`src/rtl/risc_control_unit.sv`:
```
// Multi-cycle control FSM for a small 8-bit RISC core: fetch, execute, memory, write-back.
// The ALU, register file and memories are outside; this block sequences them and owns PC/IR/flag.
module risc_control_unit #(
  parameter logic [7:0] RESET_PC = 8'h00
) (
  input  logic        clk,
  input  logic        rst,
  output logic        imem_req,
  output logic [7:0]  imem_addr,
  input  logic        imem_ack,
  input  logic [15:0] imem_data,
  output logic [3:0]  alu_op,
  output logic        sel_imm,
  output logic [7:0]  imm,
  output logic [1:0]  rf_ra0,
  output logic [1:0]  rf_ra1,
  input  logic [7:0]  alu_out,
  input  logic        alu_zf,
  output logic        rf_we,
  output logic [1:0]  rf_wa,
  output logic [7:0]  rf_wdata,
  output logic        dmem_req,
  output logic        dmem_we,
  output logic [7:0]  dmem_addr,
  input  logic        dmem_ack,
  input  logic [7:0]  dmem_rdata,
  output logic [1:0]  state_o
);

  // state | meaning
  // FETCH | request imem at PC, wait for ack, latch instruction
  // EXEC  | present op to ALU, latch result, update flag / PC
  // MEM   | data-memory access at latched result, wait for ack
  // WB    | write result (or load data) to rd
  typedef enum logic [1:0] {S_FETCH = 2'd0, S_EXEC = 2'd1, S_MEM = 2'd2, S_WB = 2'd3} state_t;

  localparam logic [3:0] OP_CMP   = 4'd4;
  localparam logic [3:0] OP_CMPI  = 4'd7;
  localparam logic [3:0] OP_LOAD  = 4'd8;
  localparam logic [3:0] OP_STORE = 4'd9;
  localparam logic [3:0] OP_JMP   = 4'd10;
  localparam logic [3:0] OP_JMPR  = 4'd11;
  localparam logic [3:0] OP_JNZ   = 4'd12;
  localparam logic [3:0] OP_LI    = 4'd13;

  state_t      state_q, state_d;
  logic [7:0]  pc_q, pc_d;
  logic [15:0] ir_q, ir_d;
  logic [7:0]  result_q, result_d;
  logic        zflag_q, zflag_d;
  // Held low through reset and for the first cycle after, so imem_req restarts one cycle late.
  logic        run_q, run_d;

  logic [3:0]  op;
  logic [1:0]  rd, rs;
  logic [7:0]  pc_inc;

  assign op     = ir_q[15:12];
  assign rd     = ir_q[11:10];
  assign rs     = ir_q[9:8];
  assign pc_inc = pc_q + 8'd1;

  always_ff @(posedge clk) begin
    if (rst) begin
      state_q  <= S_FETCH;
      pc_q     <= RESET_PC;
      ir_q     <= '0;
      result_q <= '0;
      zflag_q  <= 1'b0;
      run_q    <= 1'b0;
    end else begin
      state_q  <= state_d;
      pc_q     <= pc_d;
      ir_q     <= ir_d;
      result_q <= result_d;
      zflag_q  <= zflag_d;
      run_q    <= run_d;
    end
  end

  always_comb begin
    state_d  = state_q;
    pc_d     = pc_q;
    ir_d     = ir_q;
    result_d = result_q;
    zflag_d  = zflag_q;
    run_d    = 1'b1;
    case (state_q)
      S_FETCH: begin
        if (run_q && imem_ack) begin
          ir_d    = imem_data;
          state_d = S_EXEC;
        end
      end
      S_EXEC: begin
        result_d = alu_out;
        if (op <= OP_CMPI) zflag_d = alu_zf;
        if (op <= OP_CMPI || op == OP_LI) begin
          state_d = S_WB;
        end else if (op == OP_LOAD || op == OP_STORE) begin
          state_d = S_MEM;
        end else begin
          state_d = S_FETCH;
          if (op == OP_JMP || op == OP_JMPR) pc_d = alu_out;
          else if (op == OP_JNZ)             pc_d = zflag_q ? pc_inc : ir_q[7:0];
          else                               pc_d = pc_inc;
        end
      end
      S_MEM: begin
        if (dmem_ack) begin
          if (op == OP_STORE) begin
            state_d = S_FETCH;
            pc_d    = pc_inc;
          end else begin
            result_d = dmem_rdata;
            state_d  = S_WB;
          end
        end
      end
      default: begin
        state_d = S_FETCH;
        pc_d    = pc_inc;
      end
    endcase
  end

  // Operand routing depends only on the latched instruction, so it is stable in every state.
  always_comb begin
    imem_req  = (state_q == S_FETCH) && run_q;
    imem_addr = pc_q;
    alu_op    = (state_q == S_EXEC) ? op : 4'd0;
    imm       = ir_q[7:0];
    sel_imm   = 1'b1;
    rf_ra0    = rs;
    rf_ra1    = rd;
    if (op <= OP_CMP) begin
      sel_imm = 1'b0;
    end else if (op == OP_LOAD || op == OP_STORE) begin
      rf_ra1 = rs;
      if (op == OP_STORE) rf_ra0 = rd;
    end
    rf_we     = (state_q == S_WB);
    rf_wa     = rd;
    rf_wdata  = result_q;
    dmem_req  = (state_q == S_MEM);
    dmem_we   = (state_q == S_MEM) && (op == OP_STORE);
    dmem_addr = result_q;
    state_o   = state_q;
  end

endmodule

```
`config.mk`:
```
export PLATFORM = sky130hd
export DESIGN_NAME = risc_control_unit
export DESIGN_NICKNAME = d
export VERILOG_FILES = /design/src/rtl/risc_control_unit.sv
export SDC_FILE = /design/constraint.sdc
export NUM_CORES = 1
export LEC_CHECK = 0
export CORE_MARGIN = 3
export CORE_UTILIZATION = 40
export CTS_CLUSTER_SIZE = 25
export DETAILED_ROUTE_END_ITERATION = 10
export PLACE_DENSITY_LB_ADDON = 0.12
export RECOVER_POWER = 50
export SYNTH_ARGS = -nofsm -noshare
export SYNTH_HDL_FRONTEND = slang
export SYNTH_SLANG_ARGS = --single-unit
```
`constraint.sdc`:
```
create_clock -name clk -period 4.6 [get_ports clk]
set_clock_uncertainty 0.2 [all_clocks]
set_input_delay 0.92 -clock clk [delete_from_list [all_inputs] [get_ports clk]]
set_output_delay 0.92 -clock clk [all_outputs]
set_load 0.05 [all_outputs]
```
---- Yosys cells after proc, flatten, opt, wreduce, memory -nomap -nowiden ----
Index checks and enable logic that the tools add are counted.
storage, ports and cells
  bits in registers ....................... 36
  input port bits ......................... 37
  output and inout bits ................... 49
  word-level logic and storage cells ...... 63
cells by class
  $add $sub $neg .......................... 1
  $lt $le $gt $ge ......................... 2
  eq/ne operators ......................... 15
  multiplexer cells ....................... 25
  bitwise logic cells ..................... 1
  reductions and logical operators ........ 13
operators by type and width
  cell                   number
  $mux W8                9
  $eq A4 B4 Y1 const B   6
  $pmux W8 S3            1
  $mux W2                10
  $pmux W8 S2            1
  $add A8 B1 Y8 const B  1
  $le A4 B3 Y1 const B   2
  $ne A2 B2 Y1 const B   4
  $pmux W2 S3            1
  $reduce_and A2 Y1      3
  $reduce_and A5 Y1      1
  $eq A2 B2 Y1 const B   2
  $mux W4                1
  $ne A2 B1 Y1 const B   2
  $logic_and A1 B1 Y1    3
  $logic_or A1 B1 Y1     3
  $reduce_and A3 Y1      1
  $eq A2 B1 Y1 const B   1
  $logic_not A2 Y1       1
  $mux W1                2
  $reduce_bool A2 Y1     1
  $not A1 Y1             1

---- Longest topological paths before layout ----
Gate-level depths: netlist (run 1).
  word-level depth ........................ 7
  gate-level depth with buffers ........... 8
  gate-level depth less buffers ........... 6

---- Least setup slack after synthesis (run 1) ----
Ideal clock, no wire load.
  kind .................................... register to output
  from .................................... reg state_q[1] (netlist: state_o[1])
  to ...................................... out dmem_we
  data arrival time ....................... 1.936 ns
  required time ........................... 3.480 ns
  setup slack ............................. 1.544 ns
  cell stages (with the launch flop) ...... 5
  buffers on the path ..................... 2
  cell sequence ........................... dfxtp_1 > clkbuf_1 > nand2b_1 > clkbuf_1 > nor2_1
between the ends
  word-level cells in the longest chain between the ends .. 2
ends and longest elaborated chain
  what                      RTL line  RTL
  start: declaration        46        state_t state_q, state_d;
  start signal: assignment  72        state_q <= state_d;
  $eq A2 B2 Y1              146       dmem_we = (state_q == S_MEM) && (op == OP_STORE);
  $logic_and A1 B1 Y1       146
  end: declaration          23        output logic dmem_we,
No other way between the ends.

---- Worst setup path in the final report (run 1) ----
  from .................................... reg ir_q[15]
  to ...................................... out rf_ra1[0]
between the ends
  word-level cells in the longest chain between the ends .. 4
  elaborated cells on any way between the ends .. 6
ends and longest elaborated chain
  what                      RTL line  RTL
  start: declaration        48        logic [15:0] ir_q, ir_d;
  start signal: assignment  74        ir_q <= ir_d;
  $eq A4 B4 Y1              138       end else if (op == OP_LOAD || op == OP_STORE) begin
  $logic_or A1 B1 Y1        138
  $mux W2                   138
  $mux W2 (*)               136       if (op <= OP_CMP) begin
  end: declaration          16        output logic [1:0] rf_ra1,
Mark *: on every way between the ends. The rest lies on a longest branch, timed or not.

==> results of run 1 <==
## critical path, cell delays in order (launching register included)
cell and delay (ns):
dfxtp_1 0.47, nor3b_1 0.49, mux2_2 0.39, clkdlybuf4s50_1 0.70
## layout make-up
cell class	instances	area [µm²]
fill	467	1940
clock buffer	6	72.6
inverter	8	30.0
clock inverter	2	35.0
sequential	36	721
tap	67	83.8
timing repair buffer	87	862
multi-input combinational	186	1040
## kinds of logic after synthesis
| logic type | after synthesis | synth area share, % |
|---|---|---|
| AOI/OAI and AO/OA | 76 | 24.2 |
| DFF | 36 | 36.0 |
| and+or+nand+nor | 102 | 23.7 |
| buffers and inverters | 40 | 11.7 |
| muxes | 7 | 3.75 |
| adders and majority gates | 1 | 0.625 |
## registers in the layout (all words and copies together) (netlist names)
signal and count:
dmem_addr 8, imem_addr 8, ir_q 16, run_q 1
state_o 2, zflag_q 1
## power by group through the flow
stage	combinational (µW)	clock (µW)	sequential [µW]
after floorplan	175	0	390
after global placement	293	0	363
after detailed placement	295	0	364
after CTS	296	285	357
after global routing	306	300	360
final	288	279	356
## how the worst max path moves through the flow
stage | startpoint | end | cells after the start
CTS | ir_q[15] | rf_ra1[0] | 3
floorplan | state_o[1] | dmem_we | 4
global route | state_o[1] | dmem_req | 3
detailed placement | ir_q[15] | rf_ra1[0] | 3
global placement | ir_q[15] | rf_ra1[1] | 3
finish | ir_q[15] | rf_ra1[0] | 3
## synth_stat cells, types with 2 or more instances
cell type	number	area [µm²]
nand3_1	2	10.0
buf_4	20	150
a31oi_1	3	18.8
nand2_1	56	210
nand2b_1	4	25.0
o22a_1	3	26.3
o211ai_1	2	15.0
nor2b_1	5	31.3
nor3_1	2	10.0
a21oi_1	41	205
a21o_1	2	15.0
clkbuf_1	10	37.5
o22ai_1	2	12.5
nor3b_1	2	15.0
and2_1	6	37.5
mux2i_1	3	30.0
dfxtp_1	36	721
nor2_1	17	63.8
mux2_2	4	45.0
o21ai_0	10	50.1
inv_1	7	26.3
## stage by stage
step	instances	util (%)	instance area, µm²	worst slack (ns)
after floorplan	262	-	2000	1.54
after global placement	384	57.5	2750	1.51
after detailed placement	384	57.5	2750	1.47
after CTS	392	59.7	2860	1.13
after global routing	392	59.5	2850	1.03
final	392	59.5	2850	1.13
## metal layers
metal	share of wire, %	up-vias	global-route usage (%)	wire, µm
met2	45	71	30.1	2520
met4	1.5	0	7.07	82
met3	6.2	6	5.75	345
met1	47	926	25.0	2620
li1	-	1007	-	-
met5	0	-	0	0
==> results.toml, run 1 <==
[power]
comb_power_share_pct = 31.2
power.leakage_uw = 0.00107
seqPwrFrac_pct = 38.6
p_clk_share_pct = 30.2
power.density_nw_per_um2 = 324
p_sw_uw = 327
p_total_uw = 923
switching_share_pct = 35.4
vdd_drop_max_mv = 0.216
p_int_uw = 596

[floorplan]
initial_core_util_pct = 41.8
die_y_um = 76.7
ioPinCount = 86
core_area_um2 = 4790
dieWidth_um = 76.7
fp-row-count = 25
die-area_um2 = 5890

[routing]
wl_um = 5570
drc = 0
vias = 2010
dr.pass1.iters = 4
antenna_left = 0
wl_per_cell_um = 14.2
drt_iter0_markers = 79
viasPerCell = 5.13

[synth]
synth_edf_count = 0
async_flop_share_pct = 0
syn_avg_cell_area_um2 = 7.64
syn_area_um2 = 2000
synth-seq-cells = 36
synth_fp_nets = 300
synthFlopType = "dfxtp_1"
yosys.cell_types.count = 46
yosysWarnings = 0
seq_area_frac_synth_pct = 36.0
postSynthCellCount = 262

[cts]
worstSkewPairLatency_ns = 0.30
cts-buffers-inserted = 5
cts_tree = "done"
cts.htree.levels = 2
cts_num_sinks = 36
cts-root-buf = "clkbuf_8"
cts_resized = 0
post_cts_buffers = 0
clk_pin_slew_worst_paths_ns = 0.07
clockBufferDepth = 2
cts_hold_buf = 0

[critical_path]
r2r_end = "imem_addr[4]"
critPathCaptureType = "primary output"
worst-path-max-fanout = 10
reg2reg_slack_ns = 2.02
reg2reg_depth = 5
cp-start-kind = "register"
worstPathRequired_ns = 3.48
arrival_ns = 2.35
r2r-start = "ir_q[15]"
crit_type = "reg -> out"

[timing]
hold_violations = 0
relSlewSlack_pct = -17.9
max_freq_mhz = 288
whs_ns = 0.280
setup_violations = 0
drv_slew = 17
finalCriticalPeriod_ns = 3.47
fin_tns_setup_ns = 0
worst_pin_slew_ns = 1.76
grt_setup_unrepaired = "no"
period_share_pct = 75.5

[hold_path]
whs_path_depth = 2
hold_path_class = "reg -> reg"
min_from = "ir_q[3]"
worstHoldEndpoint = "ir_q[3]"

[cells_and_area]
layout-drive-gt1-share_pct = 5.23
final_cell_mix = "69 x clkdlybuf4s50_1, 56 x nand2_1, 42 x a21oi_1"
n_antenna_cell = 0
final_common_cell = "clkdlybuf4s50_1"
area_growth_pct = 42.3
fin_nets = 362

[global_routing]
grt_antenna_before_repair = 0
overflow = 0
grt_pass1_vias = 1800
grt_usage_pct = 19.2
grt_max_degree = 24
grt_pass1_wl_um = 9030

[placement]
globalplace.congestion = 0.850
portBuffers = 85
dp_hpwl_um = 4130

[job]
maxCapViolations = 1

[status]
outcome = "complete, but fails checks"
violations = "capacitance limit, slew limit"
No activity file was read; power rests on OpenSTA's default activity.
==> run 2, diff against run 1 <==
clock period = 3.5 ns   (was 4.6 ns; I/O delays follow)
==> run 2 against run 1 <==
Against the previous run: the flow still finishes with violations (capacitance limit, slew limit); worst setup slack got worse by 0.85 ns; power up 22%; clock power fell by 1%; sequential share of layout area grew 0.12 points; combinational power rose by 32%; critical path type unchanged; sequential power grew 31%; global-route usage is 0.87 points lower; first-iteration DRC count decreased by 3.8%; hold slack got worse by 0.0077 ns; critical endpoint is now rf_ra1[1]; register-to-register slack lost 1.0 ns.
==> results.toml, run 2 (synthesis results as in run 1) <==
[global_routing]
grt_max_degree = 35
grt_pass1_vias = 1815
overflow = 0
grt_pass1_wl_um = 8830
grt_antenna_before_repair = 0
grt_usage_pct = 18.4

[cells_and_area]
post-route-cell-area_um2 = 2830
final_common_cell = "clkdlybuf4s50_1"
final_cell_mix = "71 x clkdlybuf4s50_1, 56 x nand2_1, 41 x a21oi_1"
final_cells = 392
layout-drive-gt1-share_pct = 5.85
n_fill_cell = 458
largest_register = "ir_q"
area_growth_pct = 41.6
n_antenna_cell = 0
largest_reg_flops = 16
fin_nets = 363

[cts]
clk_pin_slew_worst_paths_ns = 0.07
post_cts_buffers = 0
cts_tree = "done"
cts_resized = 0
cts-root-buf = "clkbuf_8"
cts.htree.levels = 2
worstSkewPairLatency_ns = 0.28
clockBufferDepth = 2
cts_num_sinks = 36
cts_hold_buf = 0
cts-buffers-inserted = 5

[floorplan]
die_y_um = 76.7
ioPinCount = 86
core_area_um2 = 4790
initial_core_util_pct = 41.8
dieWidth_um = 76.7
fp-row-count = 25
die-area_um2 = 5890

[critical_path]
arrival_ns = 2.33
cp-start-kind = "register"
critPathCaptureType = "primary output"
worst-path-max-fanout = 10
worstPathRequired_ns = 2.60
crit_type = "reg -> out"

[timing]
drv_slew = 35
period_share_pct = 92.3
grt_setup_unrepaired = "no"
setup_violations = 0
worst_pin_slew_ns = 1.59
fin_tns_setup_ns = 0
max_freq_mhz = 310
relSlewSlack_pct = -5.97
finalCriticalPeriod_ns = 3.23
hold_violations = 0

[placement]
globalplace.congestion = 0.852
dp_hpwl_um = 4040
portBuffers = 85
dp_cells = 385
dpl-instance-area_um2 = 2760

[routing]
wl_per_cell_um = 13.6
dr.pass1.iters = 4
wl_um = 5330
drc = 0
vias = 1974
viasPerCell = 5.04
antenna_left = 0
drt_iter0_markers = 76

[status]
outcome = "complete, but fails checks"
violations = "capacitance limit, slew limit"

[hold_path]
hold_path_class = "reg -> reg"

[power]
power.density_nw_per_um2 = 397
p_total_uw = 1120
vdd_drop_max_mv = 0.221
power.leakage_uw = 0.00106

[job]
maxCapViolations = 1
## run 2: cell type report
type	count	area, µm²	share of cell area, %
inverter	8	30.0	1.06
clock inverter	1	5.00	0.177
timing repair buffer	88	870	30.7
sequential	36	721	25.4
tap	67	83.8	2.96
multi-input combinational	186	1050	37.1
clock buffer	6	72.6	2.56
## run 2: path summary, 6_finish.rpt
path	from	endpoint	slack, ns	cells past startpoint
worst max register to register	ir_q[14]	imem_addr[4]	1.01	5
worst min-delay path	ir_q[8]	ir_q[8]	0.27	2
worst max-delay path	ir_q[15]	rf_ra1[1]	0.27	3
worst min register to register	ir_q[8]	ir_q[8]	0.27	2
## run 2: power breakdown
part           total [µW]  internal (µW)  switching, µW  leakage (µW)
logic                 381            138            243      0.000726
clock network         275            135            140     0.0000410
registers             468            437           30.8      0.000293
total                1120            710            413       0.00106
## run 2: critical path, cell delays in order, from the launching register on
cell and delay (ns):
dfxtp_1 0.49, nor3b_1 0.46, mux2_2 0.39, clkdlybuf4s50_1 0.71
## run 2: per-stage QoR
step                      utilization, %  hold slack (ns)  setup WS (ns)
after floorplan                        -            0.242          0.664
after global placement              57.6            0.257          0.623
after detailed placement            57.6            0.261          0.542
after CTS                           59.3            0.270          0.221
after global routing                59.2            0.292          0.123
final                               59.2            0.272          0.271
## run 2: per-layer routing
layer	vias up	GRT usage [%]	wire, µm
li1	1011	-	-
met1	888	23.5	2510
met2	71	30.2	2430
met3	4	5.40	348
met4	0	4.71	36
met5	-	0	0
==> run 3, diff against run 2 <==
PLACE_DENSITY_LB_ADDON = 0.1   (was 0.12)
SKIP_CTS_REPAIR_TIMING = 1   (was unset)
==> run 3 against run 2 <==
Against the previous run: the run now ends clean; sequential share of layout area decreased by 0.19 points; cell area up 0.75%; global-route usage increased by 0.35 points; combinational power barely moved; power is 7.6% higher; highest routed layer unchanged.
==> results.toml, run 3 (synthesis results as in run 1) <==
[status]
outcome = "finished clean"

[global_routing]
grt_use_met2_pct = 28.7
grt_usage_pct = 18.7
grt.met3_usage_pct = 4.93
grt_antenna_before_repair = 0
busiest_layer = "met2"
grt_pass1_wl_um = 9030
grt_pass1_vias = 1844
grt_max_degree = 18
overflow = 0
met1_usage_pct = 26.5

[power]
comb_power_share_pct = 31.5
power.leakage_uw = 0.00107
p_clk_share_pct = 29.9
p_sw_uw = 423
vdd_drop_max_mv = 0.217
seqPwrFrac_pct = 38.6
p_int_uw = 785
switching_share_pct = 35.0
power.density_nw_per_um2 = 423

[floorplan]
die_y_um = 76.7
fp-row-count = 25
initial_core_util_pct = 41.8
die-area_um2 = 5890
core_area_um2 = 4790
dieWidth_um = 76.7
ioPinCount = 86

[timing]
period_share_pct = 95.0
finalCriticalPeriod_ns = 3.32
fin_tns_setup_ns = 0
drv_slew = 0
setup_violations = 0
relSlewSlack_pct = 50.1
max_freq_mhz = 301
worst_pin_slew_ns = 0.749
grt_setup_unrepaired = "no"
hold_violations = 0

[hold_path]
worstHoldEndpoint = "ir_q[8]"
whs_path_depth = 2
min_from = "ir_q[8]"
hold_path_class = "reg -> reg"

[routing]
wl_per_cell_um = 13.9
dr.pass1.iters = 5
vias = 1991
antenna_left = 0
wl_um = 5470
viasPerCell = 5.05
drt_iter0_markers = 64
drc = 0

[placement]
portBuffers = 85
dp_hpwl_um = 4190
globalplace.congestion = 0.862
dpl-instance-area_um2 = 2770

[cts]
cts-root-buf = "clkbuf_8"
cts-buffers-inserted = 5
cts_tree = "done"
clockBufferDepth = 2
worstSkewPairLatency_ns = 0.29
cts_num_sinks = 36
cts.htree.levels = 2
clk_pin_slew_worst_paths_ns = 0.08

[critical_path]
arrival_ns = 2.42
crit_type = "reg -> out"
reg2reg_slack_ns = 0.81
worst-path-max-fanout = 10
worstPathRequired_ns = 2.60
max_stage_delay_ns = 0.70
r2r-start = "ir_q[15]"
critPathBufInv = 1
r2r_end = "imem_addr[4]"
reg2reg_depth = 5
slowest_stage = "clkdlybuf4s50_1"
cp-start-kind = "register"
critPathTopFamily = "buffers and inverters"
crit_chain = "nor3b_1 -> mux2_2 -> clkdlybuf4s50_1"
critPathCaptureType = "primary output"

[job]
maxCapViolations = 0

[cells_and_area]
area_growth_pct = 42.7
fin_nets = 364
final_cell_mix = "70 x clkdlybuf4s50_1, 56 x nand2_1, 42 x a21oi_1"
post-route-cell-area_um2 = 2850
largest_reg_flops = 16
largest_register = "ir_q"
n_antenna_cell = 0
layout-drive-gt1-share_pct = 5.20
fin_util_pct = 59.6
final_common_cell = "clkdlybuf4s50_1"
n_fill_cell = 465
[run 3: worst max-delay path by stage]
stage	slack, ns	endpoint	start	cells past startpoint
final	0.18	rf_ra1[0]	ir_q[15]	3
after global routing	0.09	rf_ra1[1]	ir_q[15]	3
after CTS	0.20	rf_ra1[0]	ir_q[15]	3
after detailed placement	0.53	dmem_req	state_o[0]	3
after global placement	0.57	rf_ra1[1]	ir_q[15]	3
after floorplan	0.66	dmem_we	state_o[1]	4
[run 3: final cells by class]
cell class / instances / area [µm²] / share of cell area (%)
Sequential cell: 36 / 721 / 25.3
Timing Repair Buffer: 89 / 870 / 30.5
Tap cell: 67 / 83.8 / 2.94
Clock inverter: 2 / 35.0 / 1.23
Clock buffer: 6 / 72.6 / 2.54
Inverter: 8 / 30.0 / 1.05
Multi-Input combinational cell: 186 / 1040 / 36.5
[run 3: power groups by stage]
stage	Combinational, µW	Sequential [µW]	Clock (µW)
final	380	466	362
after global routing	406	472	385
after CTS	391	467	366
after detailed placement	390	477	0
after global placement	389	475	0
after floorplan	230	512	0
[run 3: worst reg2reg max path, cell delays in order, from the launching register on]
cell and delay (ns):
dfxtp_1 0.48, nor3b_1 0.55, a31oi_1 0.24, a21oi_1 0.63, nor2_1 0.15, a2111oi_4 0.33
[run 3: stage by stage]
stage	power [µW]	hold slack, ns	setup WS, ns	cells
5_1_grt	1260	0.295	0.0878	394
3_3_place_gp	864	0.254	0.571	386
4_1_cts	1220	0.272	0.198	394
3_5_place_dp	867	0.262	0.534	386
6_report	1210	0.271	0.176	394
2_1_floorplan	742	0.242	0.664	262
[run 3: routing by layer]
metal	wire (µm)	share of wire, %
met1	2730	50
met2	2420	44
met3	293	5.4
met4	27	0.49
met5	0	0
